==> config.mk <==
export PLATFORM = sky130hd
export DESIGN_NAME = mc_control_fsm_flat
export DESIGN_NICKNAME = d
export VERILOG_FILES = /design/src/rtl/mc_control_fsm_if.sv /design/src/rtl/mc_control_fsm.sv /design/src/flat_wrapper.sv
export SDC_FILE = /design/constraint.sdc
export NUM_CORES = 1
export LEC_CHECK = 0
export CELL_PAD_IN_SITES_DETAIL_PLACEMENT = 1
export CELL_PAD_IN_SITES_GLOBAL_PLACEMENT = 2
export CORE_UTILIZATION = 24
export CTS_CLUSTER_DIAMETER = 100
export CTS_CLUSTER_SIZE = 12
export DETAILED_ROUTE_END_ITERATION = 10
export HOLD_SLACK_MARGIN = 0.08
export PLACE_DENSITY_LB_ADDON = 0.1
export SLEW_MARGIN = 20
export SYNTH_ARGS = -nofsm -noshare
export SYNTH_HDL_FRONTEND = slang
export SYNTH_SLANG_ARGS = --single-unit
==> constraint.sdc <==
create_clock -name clk -period 1.8 [get_ports clk]
set_clock_uncertainty 0.05 [all_clocks]
set_input_delay 0.36 -clock clk [delete_from_list [all_inputs] [get_ports clk]]
set_output_delay 0.36 -clock clk [all_outputs]
set_load 0.005 [all_outputs]
==> src/rtl/mc_control_fsm_if.sv <==
// rtl/mc_control_fsm_if.sv - opcode in / control out bundle between main-control FSM and datapath
interface mc_control_fsm_if #(
    parameter int OPW = 6,
    parameter int STW = 4
);
    logic [OPW-1:0] opcode;
    logic           PCWrite;
    logic           PCWriteCond;
    logic           IorD;
    logic           MemRead;
    logic           MemWrite;
    logic           IRWrite;
    logic           MemtoReg;
    logic           RegDst;
    logic           RegWrite;
    logic           ALUSrcA;
    logic [1:0]     ALUSrcB;
    logic [1:0]     ALUOp;
    logic [1:0]     PCSource;
    logic           illegal_op;
    logic [STW-1:0] state_out;

    // controller side: decodes opcode, drives every datapath control
    modport master (
        input  opcode,
        output PCWrite, PCWriteCond, IorD, MemRead, MemWrite, IRWrite,
        output MemtoReg, RegDst, RegWrite, ALUSrcA, ALUSrcB, ALUOp, PCSource,
        output illegal_op, state_out
    );

    // datapath side: supplies IR[31:26], consumes the controls
    modport slave (
        output opcode,
        input  PCWrite, PCWriteCond, IorD, MemRead, MemWrite, IRWrite,
        input  MemtoReg, RegDst, RegWrite, ALUSrcA, ALUSrcB, ALUOp, PCSource,
        input  illegal_op, state_out
    );
endinterface

==> src/rtl/mc_control_fsm.sv <==
// rtl/mc_control_fsm.sv - Moore main-control FSM for the multi-cycle MIPS datapath
module mc_control_fsm #(
    parameter int OPW = 6,
    parameter int STW = 4
) (
    input  logic               clk,
    input  logic               reset,
    mc_control_fsm_if.master   bus
);

    localparam logic [OPW-1:0] OP_RTYPE = 6'b000000;
    localparam logic [OPW-1:0] OP_LW    = 6'b100011;
    localparam logic [OPW-1:0] OP_SW    = 6'b101011;
    localparam logic [OPW-1:0] OP_BEQ   = 6'b000100;
    localparam logic [OPW-1:0] OP_ADDI  = 6'b001000;
    localparam logic [OPW-1:0] OP_J     = 6'b000010;

    typedef enum logic [STW-1:0] {
        S_RST    = 4'd0,
        S_FETCH  = 4'd1,
        S_DECODE = 4'd2,
        S_MEMADR = 4'd3,
        S_MEMRD  = 4'd4,
        S_MEMWB  = 4'd5,
        S_MEMWR  = 4'd6,
        S_EXEC   = 4'd7,
        S_ALUWB  = 4'd8,
        S_BRANCH = 4'd9,
        S_ADDIEX = 4'd10,
        S_ADDIWB = 4'd11,
        S_JUMP   = 4'd12
    } state_t;

    typedef struct packed {
        logic       pc_write;
        logic       pc_write_cond;
        logic       iord;
        logic       mem_read;
        logic       mem_write;
        logic       ir_write;
        logic       mem_to_reg;
        logic       reg_dst;
        logic       reg_write;
        logic       alu_src_a;
        logic [1:0] alu_src_b;
        logic [1:0] alu_op;
        logic [1:0] pc_source;
    } ctrl_t;

    state_t state;
    ctrl_t  ctrl;
    logic   illegal_q;

    function automatic logic is_supported(input logic [OPW-1:0] op);
        return (op == OP_RTYPE) || (op == OP_LW) || (op == OP_SW) ||
               (op == OP_BEQ) || (op == OP_ADDI) || (op == OP_J);
    endfunction

    function automatic state_t next_state(input state_t s, input logic [OPW-1:0] op);
        state_t n;
        n = S_FETCH;
        case (s)
            S_RST:    n = S_FETCH;
            S_FETCH:  n = S_DECODE;
            S_DECODE: begin
                case (op)
                    OP_RTYPE:     n = S_EXEC;
                    OP_LW, OP_SW: n = S_MEMADR;
                    OP_BEQ:       n = S_BRANCH;
                    OP_ADDI:      n = S_ADDIEX;
                    OP_J:         n = S_JUMP;
                    default:      n = S_FETCH;
                endcase
            end
            // anything that is not lw here is treated as sw
            S_MEMADR: n = (op == OP_LW) ? S_MEMRD : S_MEMWR;
            S_MEMRD:  n = S_MEMWB;
            S_EXEC:   n = S_ALUWB;
            S_ADDIEX: n = S_ADDIWB;
            default:  n = S_FETCH;
        endcase
        return n;
    endfunction

    // control word asserted while sitting in state s; unlisted fields stay 0
    function automatic ctrl_t ctrl_for(input state_t s);
        ctrl_t c;
        c = '0;
        case (s)
            S_FETCH: begin
                c.mem_read  = 1'b1;
                c.ir_write  = 1'b1;
                c.pc_write  = 1'b1;
                c.alu_src_b = 2'b01;
            end
            S_DECODE: c.alu_src_b = 2'b11;
            S_MEMADR: begin
                c.alu_src_a = 1'b1;
                c.alu_src_b = 2'b10;
            end
            S_MEMRD: begin
                c.mem_read = 1'b1;
                c.iord     = 1'b1;
            end
            S_MEMWB: begin
                c.reg_write  = 1'b1;
                c.mem_to_reg = 1'b1;
            end
            S_MEMWR: begin
                c.mem_write = 1'b1;
                c.iord      = 1'b1;
            end
            S_EXEC: begin
                c.alu_src_a = 1'b1;
                c.alu_op    = 2'b10;
            end
            S_ALUWB: begin
                c.reg_write = 1'b1;
                c.reg_dst   = 1'b1;
            end
            S_BRANCH: begin
                c.alu_src_a     = 1'b1;
                c.alu_op        = 2'b01;
                c.pc_write_cond = 1'b1;
                c.pc_source     = 2'b01;
            end
            S_ADDIEX: begin
                c.alu_src_a = 1'b1;
                c.alu_src_b = 2'b10;
            end
            S_ADDIWB: c.reg_write = 1'b1;
            S_JUMP: begin
                c.pc_write  = 1'b1;
                c.pc_source = 2'b10;
            end
            default: c = '0;
        endcase
        return c;
    endfunction

    // state advance; the control word is registered from the next state so it
    // is a function of the state register alone and stable for the whole cycle
    always_ff @(posedge clk) begin
        if (!reset) begin
            state     <= S_RST;
            ctrl      <= '0;
            illegal_q <= 1'b0;
        end else begin
            state     <= next_state(state, bus.opcode);
            ctrl      <= ctrl_for(next_state(state, bus.opcode));
            illegal_q <= (state == S_DECODE) && !is_supported(bus.opcode);
        end
    end

    assign bus.PCWrite     = ctrl.pc_write;
    assign bus.PCWriteCond = ctrl.pc_write_cond;
    assign bus.IorD        = ctrl.iord;
    assign bus.MemRead     = ctrl.mem_read;
    assign bus.MemWrite    = ctrl.mem_write;
    assign bus.IRWrite     = ctrl.ir_write;
    assign bus.MemtoReg    = ctrl.mem_to_reg;
    assign bus.RegDst      = ctrl.reg_dst;
    assign bus.RegWrite    = ctrl.reg_write;
    assign bus.ALUSrcA     = ctrl.alu_src_a;
    assign bus.ALUSrcB     = ctrl.alu_src_b;
    assign bus.ALUOp       = ctrl.alu_op;
    assign bus.PCSource    = ctrl.pc_source;
    assign bus.illegal_op  = illegal_q;
    assign bus.state_out   = state;

endmodule
==> src/flat_wrapper.sv <==
// flat-port wrapper written by rule: the top's interface ports become plain ports
module mc_control_fsm_flat 
#(
    parameter int OPW = 6,
    parameter int STW = 4
)
  (clk, reset, bus_opcode, bus_PCWrite, bus_PCWriteCond, bus_IorD, bus_MemRead, bus_MemWrite, bus_IRWrite, bus_MemtoReg, bus_RegDst, bus_RegWrite, bus_ALUSrcA, bus_ALUSrcB, bus_ALUOp, bus_PCSource, bus_illegal_op, bus_state_out);
  mc_control_fsm_if #(.OPW(OPW), .STW(STW)) bus_i ();
  input  logic clk;
  input  logic reset;
  input wire logic [$bits(bus_i.opcode)-1:0] bus_opcode;
  output wire logic [$bits(bus_i.PCWrite)-1:0] bus_PCWrite;
  output wire logic [$bits(bus_i.PCWriteCond)-1:0] bus_PCWriteCond;
  output wire logic [$bits(bus_i.IorD)-1:0] bus_IorD;
  output wire logic [$bits(bus_i.MemRead)-1:0] bus_MemRead;
  output wire logic [$bits(bus_i.MemWrite)-1:0] bus_MemWrite;
  output wire logic [$bits(bus_i.IRWrite)-1:0] bus_IRWrite;
  output wire logic [$bits(bus_i.MemtoReg)-1:0] bus_MemtoReg;
  output wire logic [$bits(bus_i.RegDst)-1:0] bus_RegDst;
  output wire logic [$bits(bus_i.RegWrite)-1:0] bus_RegWrite;
  output wire logic [$bits(bus_i.ALUSrcA)-1:0] bus_ALUSrcA;
  output wire logic [$bits(bus_i.ALUSrcB)-1:0] bus_ALUSrcB;
  output wire logic [$bits(bus_i.ALUOp)-1:0] bus_ALUOp;
  output wire logic [$bits(bus_i.PCSource)-1:0] bus_PCSource;
  output wire logic [$bits(bus_i.illegal_op)-1:0] bus_illegal_op;
  output wire logic [$bits(bus_i.state_out)-1:0] bus_state_out;
  assign bus_i.opcode = bus_opcode;
  assign bus_PCWrite = bus_i.PCWrite;
  assign bus_PCWriteCond = bus_i.PCWriteCond;
  assign bus_IorD = bus_i.IorD;
  assign bus_MemRead = bus_i.MemRead;
  assign bus_MemWrite = bus_i.MemWrite;
  assign bus_IRWrite = bus_i.IRWrite;
  assign bus_MemtoReg = bus_i.MemtoReg;
  assign bus_RegDst = bus_i.RegDst;
  assign bus_RegWrite = bus_i.RegWrite;
  assign bus_ALUSrcA = bus_i.ALUSrcA;
  assign bus_ALUSrcB = bus_i.ALUSrcB;
  assign bus_ALUOp = bus_i.ALUOp;
  assign bus_PCSource = bus_i.PCSource;
  assign bus_illegal_op = bus_i.illegal_op;
  assign bus_state_out = bus_i.state_out;
  mc_control_fsm #(.OPW(OPW), .STW(STW)) u_core (.clk(clk), .reset(reset), .bus(bus_i));
endmodule
==> results of run 1 <==
[per-layer routing]
metal | wire (µm) | up-vias | part of all wire | global-route usage
met5 | 0 | - | 0 | 0
met4 | 32 | 0 | 0.014 | 0.04983
met3 | 72 | 5 | 0.031 | 0.04545
met2 | 1040 | 14 | 0.45 | 0.2214
met1 | 1165 | 386 | 0.50 | 0.2031
li1 | - | 411 | - | -
[power by group]
part	internal [W]	total, W	switching, W
Sequential	0.000439	0.000452	0.0000122
Clock	0.0000829	0.000215	0.000132
Combinational	0.000100	0.000182	0.0000814
Total	0.000623	0.000848	0.000226
[per-stage QoR]
stage | setup WS [ns] | std cells
CTS | 0.005169 | 179
finish | 0.06872 | 182
floorplan | 0.2081 | 90
detailed placement | -0.4344 | 175
global route | 0.005194 | 182
global placement | -0.3561 | 175
[worst max-delay path, delay by kind of cell (launching register included)]
kind	cells	cell delay, ns
buf+inv	2	0.65
flops	1	0.37
[area by class of cell]
type	instances	area, µm²
Inverter	7	26.28
Sequential cell	19	387.9
Fill cell	382	1798
Clock buffer	3	22.52
Clock inverter	1	5.005
Timing Repair Buffer	46	415.4
Multi-Input combinational cell	62	417.9
Tap cell	44	55.05
[layout by cell type, fill, tap and decap left out, types with 2 or more instances in the layout]
cell type and count:
nor4_1 2, clkbuf_4 3, a21oi_1 2, nor3_1 8, and3_1 3, inv_1 5, dlygate4sd2_1 4, dfxtp_1 15
xor2_1 3, a21oi_4 2, nand3_1 3, o21ai_0 5, nor2_1 10, nand2_1 6, clkdlybuf4s50_1 22, dlymetal6s2s_1 2
buf_4 18, nor2_2 2, inv_2 2, dfxtp_2 3
[cell families (layout without fill, tap and decap cells)]
group,Yosys count,count (layout),share of synthesized area
buf+inv,9,57,0.05068
simple gates,42,42,0.2734
compound gates,16,16,0.1659
xor+xnor,4,4,0.04301
flops,19,19,0.4670
[worst min path at each step]
stage	slack (ns)	startpoint	endpoint
4_1_cts	0.51	u_core.bus.state_out[3]$_SDFF_PN0_	u_core.bus.state_out[0]$_SDFF_PN0_
3_3_place_gp	0.59	u_core.bus.state_out[3]$_SDFF_PN0_	u_core.bus.state_out[0]$_SDFF_PN0_
6_report	0.55	bus_opcode[4]	u_core.bus.illegal_op$_SDFF_PN0_
5_1_grt	0.58	u_core.bus.state_out[3]$_SDFF_PN0_	u_core.bus.illegal_op$_SDFF_PN0_
2_1_floorplan	0.44	reset	u_core.bus.state_out[2]$_SDFF_PN0_
3_5_place_dp	0.59	u_core.bus.state_out[3]$_SDFF_PN0_	u_core.bus.state_out[0]$_SDFF_PN0_
[repair_timing]
action,4_1_cts,5_1_grt
setup buffers,0,3
endpoints found under the setup margin,10,16
pin swaps,3,5
resized for setup,9,8
==> flow_summary.yaml, run 1 <==
setup_path:
  critPathLaunch: "u_core.bus.state_out[3]$_SDFF_PN0_"
  crit_path_end_kind: "output port"
  rr_worst_depth: 6
  worstSetupPathType: "flop to output port"
  rr_startpoint: "u_core.bus.state_out[2]$_SDFF_PN0_"
  crit_chain: "buf_4 > clkdlybuf4s50_1"
  cp_data_required_time_ns: 1.39
  cp-endpoint: "bus_state_out[3]"
  cp_slowest_stage_delay_ns: 0.50
  r2r-end: "u_core.bus.ALUSrcA$_SDFF_PN0_"
  critPathArrivalTime_ns: 1.32
  cp-start-kind: "flop"
  cp_slowest_cell: "clkdlybuf4s50_1"
  cp_max_fo: 4
  ff2ff_setup_slack_ns: 0.13
global_routing:
  grt_usage: 0.1491
  grt_max_degree: 12
  grt_pass1_wl_um: 3864
  grt_pass1_vias: 825
  antenna_found_initial: 0
  gr-total-overflow: 0
synth:
  netlist_top_cells_count: "dfxtp_1 (19), nor2_1 (12), nor3_1 (8)"
  yosysWarnings: 0
  syn-num-nets: 98
  synth_top_area_frac: 0.4670
  synth_flop_cell: "dfxtp_1"
  syn_avg_cell_area_um2: 9.050
  yosysMostFrequentCell: "dfxtp_1"
  synth-seq-area-share: 0.4670
  syn_inst: 90
  synth-seq-cells: 19
  yosysTopAreaCell: "dfxtp_1"
  netlist_top_cells_area: "dfxtp_1 (47%), nor2_1 (5.5%), nor3_1 (4.9%)"
  async_reset_ff_frac: 0
  synth.cell_area_um2: 814.5
  ys_types: 29
  synth-edff-count: 0
power:
  p_per_area_mw_per_mm2: 637.8
  total_power_w: 0.0008483
  peakVddDrop_uv: 401.1
  power_leakage_nw: 0.5613
cts:
  cts_tree: "yes"
  numCtsBuffers: 3
  h-tree-depth: 1
  clockBufferDepth: 2
  cts_root_buf: "clkbuf_4"
  clk_latency_ns: 0.30
  hold_buffers: 0
  path_clk_slew_ns: 0.11
  numClockSinks: 19
timing:
  finalSetupViolations: 0
  rsz0062_at_grt: "false"
  finalSetupTns_ns: 0
  maxSlewHeadroom: 0.7876
  worst_slew_pin_slew_ns: 0.3152
  layout_min_cycle_time_ns: 1.731
  finalHoldViolations: 0
  finalCritPeriodShare: 0.9618
  slew_viol_final: 0
  clock.fmax_ghz: 0.5776
  whs_ns: 0.5530
floorplan:
  rows: 20
  die_area_mm2: 0.003631
  start_util: 0.2604
  core_mm2: 0.003128
  die_x_um: 60.26
  die_h_um: 60.26
  ios: 29
drt:
  vias_per_cell: 4.484
  first_pass_iters: 4
  routedWlPerCell_um: 12.69
  ant_nets: 0
  routed_wirelength_um: 2310
  first_iter_violations: 23
  vias: 816
  drc_errors: 0
status:
  status: "finished clean"
worst_hold_path:
  holdPathStages: 5
  min_path_type: "input pin to flop"
cells_and_area:
  drive_above_1_share: 0.2681
  synthToLayoutAreaGrowth_pct: 63.29
  finalNetCount: 147
  fin_util: 0.4252
  final_cell_area_mm2: 0.001330
  antenna_cells: 0
  largest_reg_flops: 4
place:
  port-buffer-count: 28
  dp_hpwl_um: 1855
  place_area_mm2: 0.001247
  gp_congestion: 0.7516
flow_run:
  drv_cap: 0
Power figures use the tool's default switching activity.
==> inputs of run 2 (changes only) <==
--- a/config.mk
+++ b/config.mk
@@ -7,9 +7,9 @@
 export LEC_CHECK = 0
 export CELL_PAD_IN_SITES_DETAIL_PLACEMENT = 1
 export CELL_PAD_IN_SITES_GLOBAL_PLACEMENT = 2
-export CORE_UTILIZATION = 24
+export CORE_UTILIZATION = 22
 export CTS_CLUSTER_DIAMETER = 100
-export CTS_CLUSTER_SIZE = 12
+export CTS_CLUSTER_SIZE = 8
 export DETAILED_ROUTE_END_ITERATION = 10
 export HOLD_SLACK_MARGIN = 0.08
 export PLACE_DENSITY_LB_ADDON = 0.1
==> constraint.sdc (replaced) <==
create_clock -name clk -period 1.4 [get_ports clk]
set_clock_uncertainty 0.05 [all_clocks]
set_input_delay 0.28 -clock clk [delete_from_list [all_inputs] [get_ports clk]]
set_output_delay 0.28 -clock clk [all_outputs]
set_load 0.005 [all_outputs]
==> flow_summary.yaml, run 2 (same netlist as run 1, synthesis figures left out) <==
drt:
  ant_nets: 0
  vias: 892
  drc_errors: 0
  routedWlPerCell_um: 13.63
  vias_per_cell: 4.438
  first_iter_violations: 26
  first_pass_iters: 3
  routed_wirelength_um: 2740
timing:
  finalSetupViolations: 15
  finalCritPeriodShare: 1.187
  layout_setup_ws_ns: -0.2616
  clock.fmax_ghz: 0.6018
  maxSlewHeadroom: 0.8006
  finalHoldViolations: 0
  slew_viol_final: 0
  worst_slew_pin_slew_ns: 0.2992
  rsz0062_at_grt: "true"
  layout_min_cycle_time_ns: 1.662
setup_path:
  critPathArrivalTime_ns: 1.76
  worstSetupPathType: "flop to flop"
  crit_path_end_kind: "flop"
  cp-start-kind: "flop"
  cp_data_required_time_ns: 1.50
  cp_max_fo: 7
cts:
  numClockSinks: 19
  clockBufferDepth: 2
  cts_tree: "yes"
  numCtsBuffers: 3
  clk_latency_ns: 0.25
  cts_root_buf: "clkbuf_8"
  path_clk_slew_ns: 0.07
  h-tree-depth: 1
  hold_buffers: 0
power:
  p_per_area_mw_per_mm2: 768.9
  peakVddDrop_uv: 306.2
  power_leakage_nw: 0.9043
  total_power_w: 0.001281
place:
  gp_congestion: 0.7343
  dp_hpwl_um: 1786
  place_inst: 184
  place_area_mm2: 0.001323
  port-buffer-count: 28
floorplan:
  die_h_um: 62.85
  ios: 29
  core_mm2: 0.003442
  die_x_um: 62.85
  rows: 21
  die_area_mm2: 0.003949
  start_util: 0.2366
cells_and_area:
  fin_cells: 201
  finalNetCount: 164
  largest_reg_flops: 4
  antenna_cells: 0
  synthToLayoutAreaGrowth_pct: 104.6
  fill_cells: 398
  final_cell_mix: "buf_4 (28), dfxtp_1 (14), dlymetal6s2s_1 (12), dlygate4sd2_1 (11)"
  drive_above_1_share: 0.5161
  final_cell_area_mm2: 0.001667
  final_common_cell: "buf_4"
  fin_util: 0.4842
global_routing:
  grt_pass1_vias: 884
  antenna_found_initial: 0
  gr-total-overflow: 0
  grt_usage: 0.1366
  grt_max_degree: 11
  grt_pass1_wl_um: 4250
worst_hold_path:
  min_path_type: "input pin to flop"
status:
  status: "finished, violations left"
  violations: "negative setup slack"
flow_run:
  drv_cap: 0
run 2: layout make-up:
| cell class | count | area [µm²] | share of cell area |
|---|---|---|---|
| timing repair buffer | 63 | 581.8 | 0.3491 |
| multi-input combinational | 62 | 554.3 | 0.3326 |
| sequential | 19 | 394.1 | 0.2365 |
| tap | 46 | 57.56 | 0.03453 |
| clock buffer | 4 | 45.04 | 0.02703 |
| inverter | 7 | 33.78 | 0.02027 |
run 2: power by group:
group          total, W  internal [W]  switching (W)
logic          0.000331      0.000178       0.000153
registers      0.000579      0.000564      0.0000145
clock network  0.000372      0.000202       0.000170
run 2: metal layers:
layer / vias to the layer above / part of all wire / track usage
li1: 444 / - / -
met1: 426 / 0.45 / 0.1722
met2: 20 / 0.51 / 0.2337
met3: 2 / 0.026 / 0.02372
met4: 0 / 0.0084 / 0.04360
met5: - / 0 / 0
run 2: metrics by stage:
step           hold slack, ns  TNS [ns]  worst slack, ns
2_1_floorplan          0.3587   -0.1058         -0.06976
6_report               0.5643    -2.051          -0.2616
5_1_grt                0.5828    -3.686          -0.3552
4_1_cts                0.6052    -2.129          -0.1915
3_5_place_dp           0.5929    -12.03          -0.8059
3_3_place_gp           0.6099    -11.39          -0.7189
run 2: worst paths after layout:
check / cells past startpoint / startpoint / to / slack (ns)
worst max-delay path: 6 / u_core.bus.state_out[0]$_SDFF_PN0_ / u_core.bus.ALUSrcA$_SDFF_PN0_ / -0.26
worst min-delay path: 5 / bus_opcode[1] / u_core.bus.illegal_op$_SDFF_PN0_ / 0.56
worst max register to register: 6 / u_core.bus.state_out[0]$_SDFF_PN0_ / u_core.bus.ALUSrcA$_SDFF_PN0_ / -0.26
worst min register to register: 2 / u_core.bus.state_out[0]$_SDFF_PN0_ / u_core.bus.illegal_op$_SDFF_PN0_ / 0.57
run 2: what timing repair did:
| action | in CTS | in global routing |
|---|---|---|
| setup buffers | 6 | 8 |
| setup endpoints to repair | 28 | 30 |
| gates resized for setup | 35 | 48 |
| pin swaps | 9 | 16 |
run 2: worst max-delay path, cell delays in order (launching register included):
cell	delay, ns
dfxtp_4	0.37
or3b_4	0.42
buf_4	0.16
o21ai_4	0.21
nor3_1	0.10
a31oi_1	0.19
nor2_1	0.06
==> inputs of run 3 (changes only) <==
--- a/config.mk
+++ b/config.mk
@@ -13,6 +13,7 @@
 export DETAILED_ROUTE_END_ITERATION = 10
 export HOLD_SLACK_MARGIN = 0.08
 export PLACE_DENSITY_LB_ADDON = 0.1
+export SETUP_SLACK_MARGIN = 0.1
 export SLEW_MARGIN = 20
 export SYNTH_ARGS = -nofsm -noshare
 export SYNTH_HDL_FRONTEND = slang
==> flow_summary.yaml, run 3 (same netlist as run 1, synthesis figures left out) <==
drt:
  drc_errors: 0
  first_iter_violations: 11
  routedWlPerCell_um: 12.28
  routed_wirelength_um: 2468
  vias: 895
  ant_nets: 0
  first_pass_iters: 4
  vias_per_cell: 4.453
floorplan:
  start_util: 0.2366
  core_mm2: 0.003442
  die_area_mm2: 0.003949
  ios: 29
  die_h_um: 62.85
  rows: 21
  die_x_um: 62.85
power:
  p_per_area_mw_per_mm2: 792.2
  total_power_w: 0.001228
  power_leakage_nw: 0.7468
  peakVddDrop_uv: 358.9
cts:
  clockBufferDepth: 2
  h-tree-depth: 1
  clk_latency_ns: 0.24
  cts_tree: "yes"
  hold_buffers: 0
  cts_root_buf: "clkbuf_8"
  path_clk_slew_ns: 0.07
  numClockSinks: 19
  numCtsBuffers: 3
place:
  place_area_mm2: 0.001358
  gp_congestion: 0.7555
  port-buffer-count: 28
  place_inst: 187
  dp_hpwl_um: 1904
status:
  violations: "negative setup slack"
  status: "finished, violations left"
timing:
  layout_min_cycle_time_ns: 1.582
  slew_viol_final: 0
  finalHoldViolations: 0
  finalCritPeriodShare: 1.130
  finalSetupViolations: 16
  worst_slew_pin_slew_ns: 0.3071
  rsz0062_at_grt: "true"
  layout_setup_ws_ns: -0.1821
  maxSlewHeadroom: 0.7953
  clock.fmax_ghz: 0.6321
cells_and_area:
  final_common_cell: "buf_4"
  final_cell_mix: "buf_4 (26), dlygate4sd2_1 (20), dfxtp_1 (14), nor2_1 (10), buf_6 (8)"
  finalNetCount: 164
  drive_above_1_share: 0.4581
  synthToLayoutAreaGrowth_pct: 90.32
  final_cell_area_mm2: 0.001550
  fin_util: 0.4504
  fin_cells: 201
  largest_reg_flops: 4
  antenna_cells: 0
global_routing:
  grt_pass1_wl_um: 4333
  grt_pass1_vias: 955
  gr-total-overflow: 0
  antenna_found_initial: 0
  grt_max_degree: 11
  grt_usage: 0.1401
flow_run:
  drv_cap: 0
setup_path:
  cp_data_required_time_ns: 1.50
  crit_path_end_kind: "flop"
  cp_max_fo: 7
  critPathArrivalTime_ns: 1.68
  worstSetupPathType: "flop to flop"
  cp-start-kind: "flop"
worst_hold_path:
  min_path_type: "input pin to flop"
[run 3: final timing paths]
check | start | to | slack [ns] | depth (start not counted)
worst min-delay path | bus_opcode[0] | u_core.bus.illegal_op$_SDFF_PN0_ | 0.54 | 5
worst min register to register | u_core.bus.state_out[0]$_SDFF_PN0_ | u_core.bus.illegal_op$_SDFF_PN0_ | 0.57 | 2
worst max-delay path | u_core.bus.state_out[2]$_SDFF_PN0_ | u_core.bus.ALUSrcA$_SDFF_PN0_ | -0.18 | 7
worst max register to register | u_core.bus.state_out[2]$_SDFF_PN0_ | u_core.bus.ALUSrcA$_SDFF_PN0_ | -0.18 | 7
[run 3: per-layer routing]
metal	track usage	vias to the layer above	part of all wire
li1	-	444	-
met1	0.1602	425	0.42
met2	0.2527	22	0.53
met3	0.02920	4	0.039
met4	0.05233	0	0.016
met5	0	-	0
[run 3: metrics by stage]
stage	setup TNS (ns)	hold slack (ns)	setup WS, ns
global route	-3.255	0.5706	-0.2718
detailed placement	-11.42	0.5720	-0.7255
finish	-1.725	0.5416	-0.1821
floorplan	-0.1121	0.3587	-0.06957
global placement	-10.67	0.5820	-0.6515
CTS	-1.414	0.5421	-0.1952
[run 3: worst max-delay path, cell delays in order, from the launching register on]
cell and delay, ns:
dfxtp_4 0.37, or3b_4 0.41, inv_2 0.08, a221oi_4 0.06, buf_6 0.13, xor2_2 0.14
a31oi_1 0.18, nor2_1 0.06
[run 3: what timing repair did]
item,CTS,global route
pin swaps,16,3
endpoints found under the setup margin,40,21
buffers inserted,9,1
resized for setup,64,6
cloned,0,0
[run 3: layout make-up]
| type | count | area, µm² |
|---|---|---|
| fillers | 407 | 1892 |
| repair buffers | 63 | 541.8 |
| multi-input cells | 62 | 485.5 |
| flip-flops and latches | 19 | 394.1 |
| well taps | 46 | 57.56 |
| clock buffers | 4 | 45.04 |
| inverters | 7 | 26.28 |
[run 3: power by group]
group	switching (W)	internal [W]
logic	0.000131	0.000160
clock network	0.000159	0.000202
registers	0.0000121	0.000564
total	0.000303	0.000926
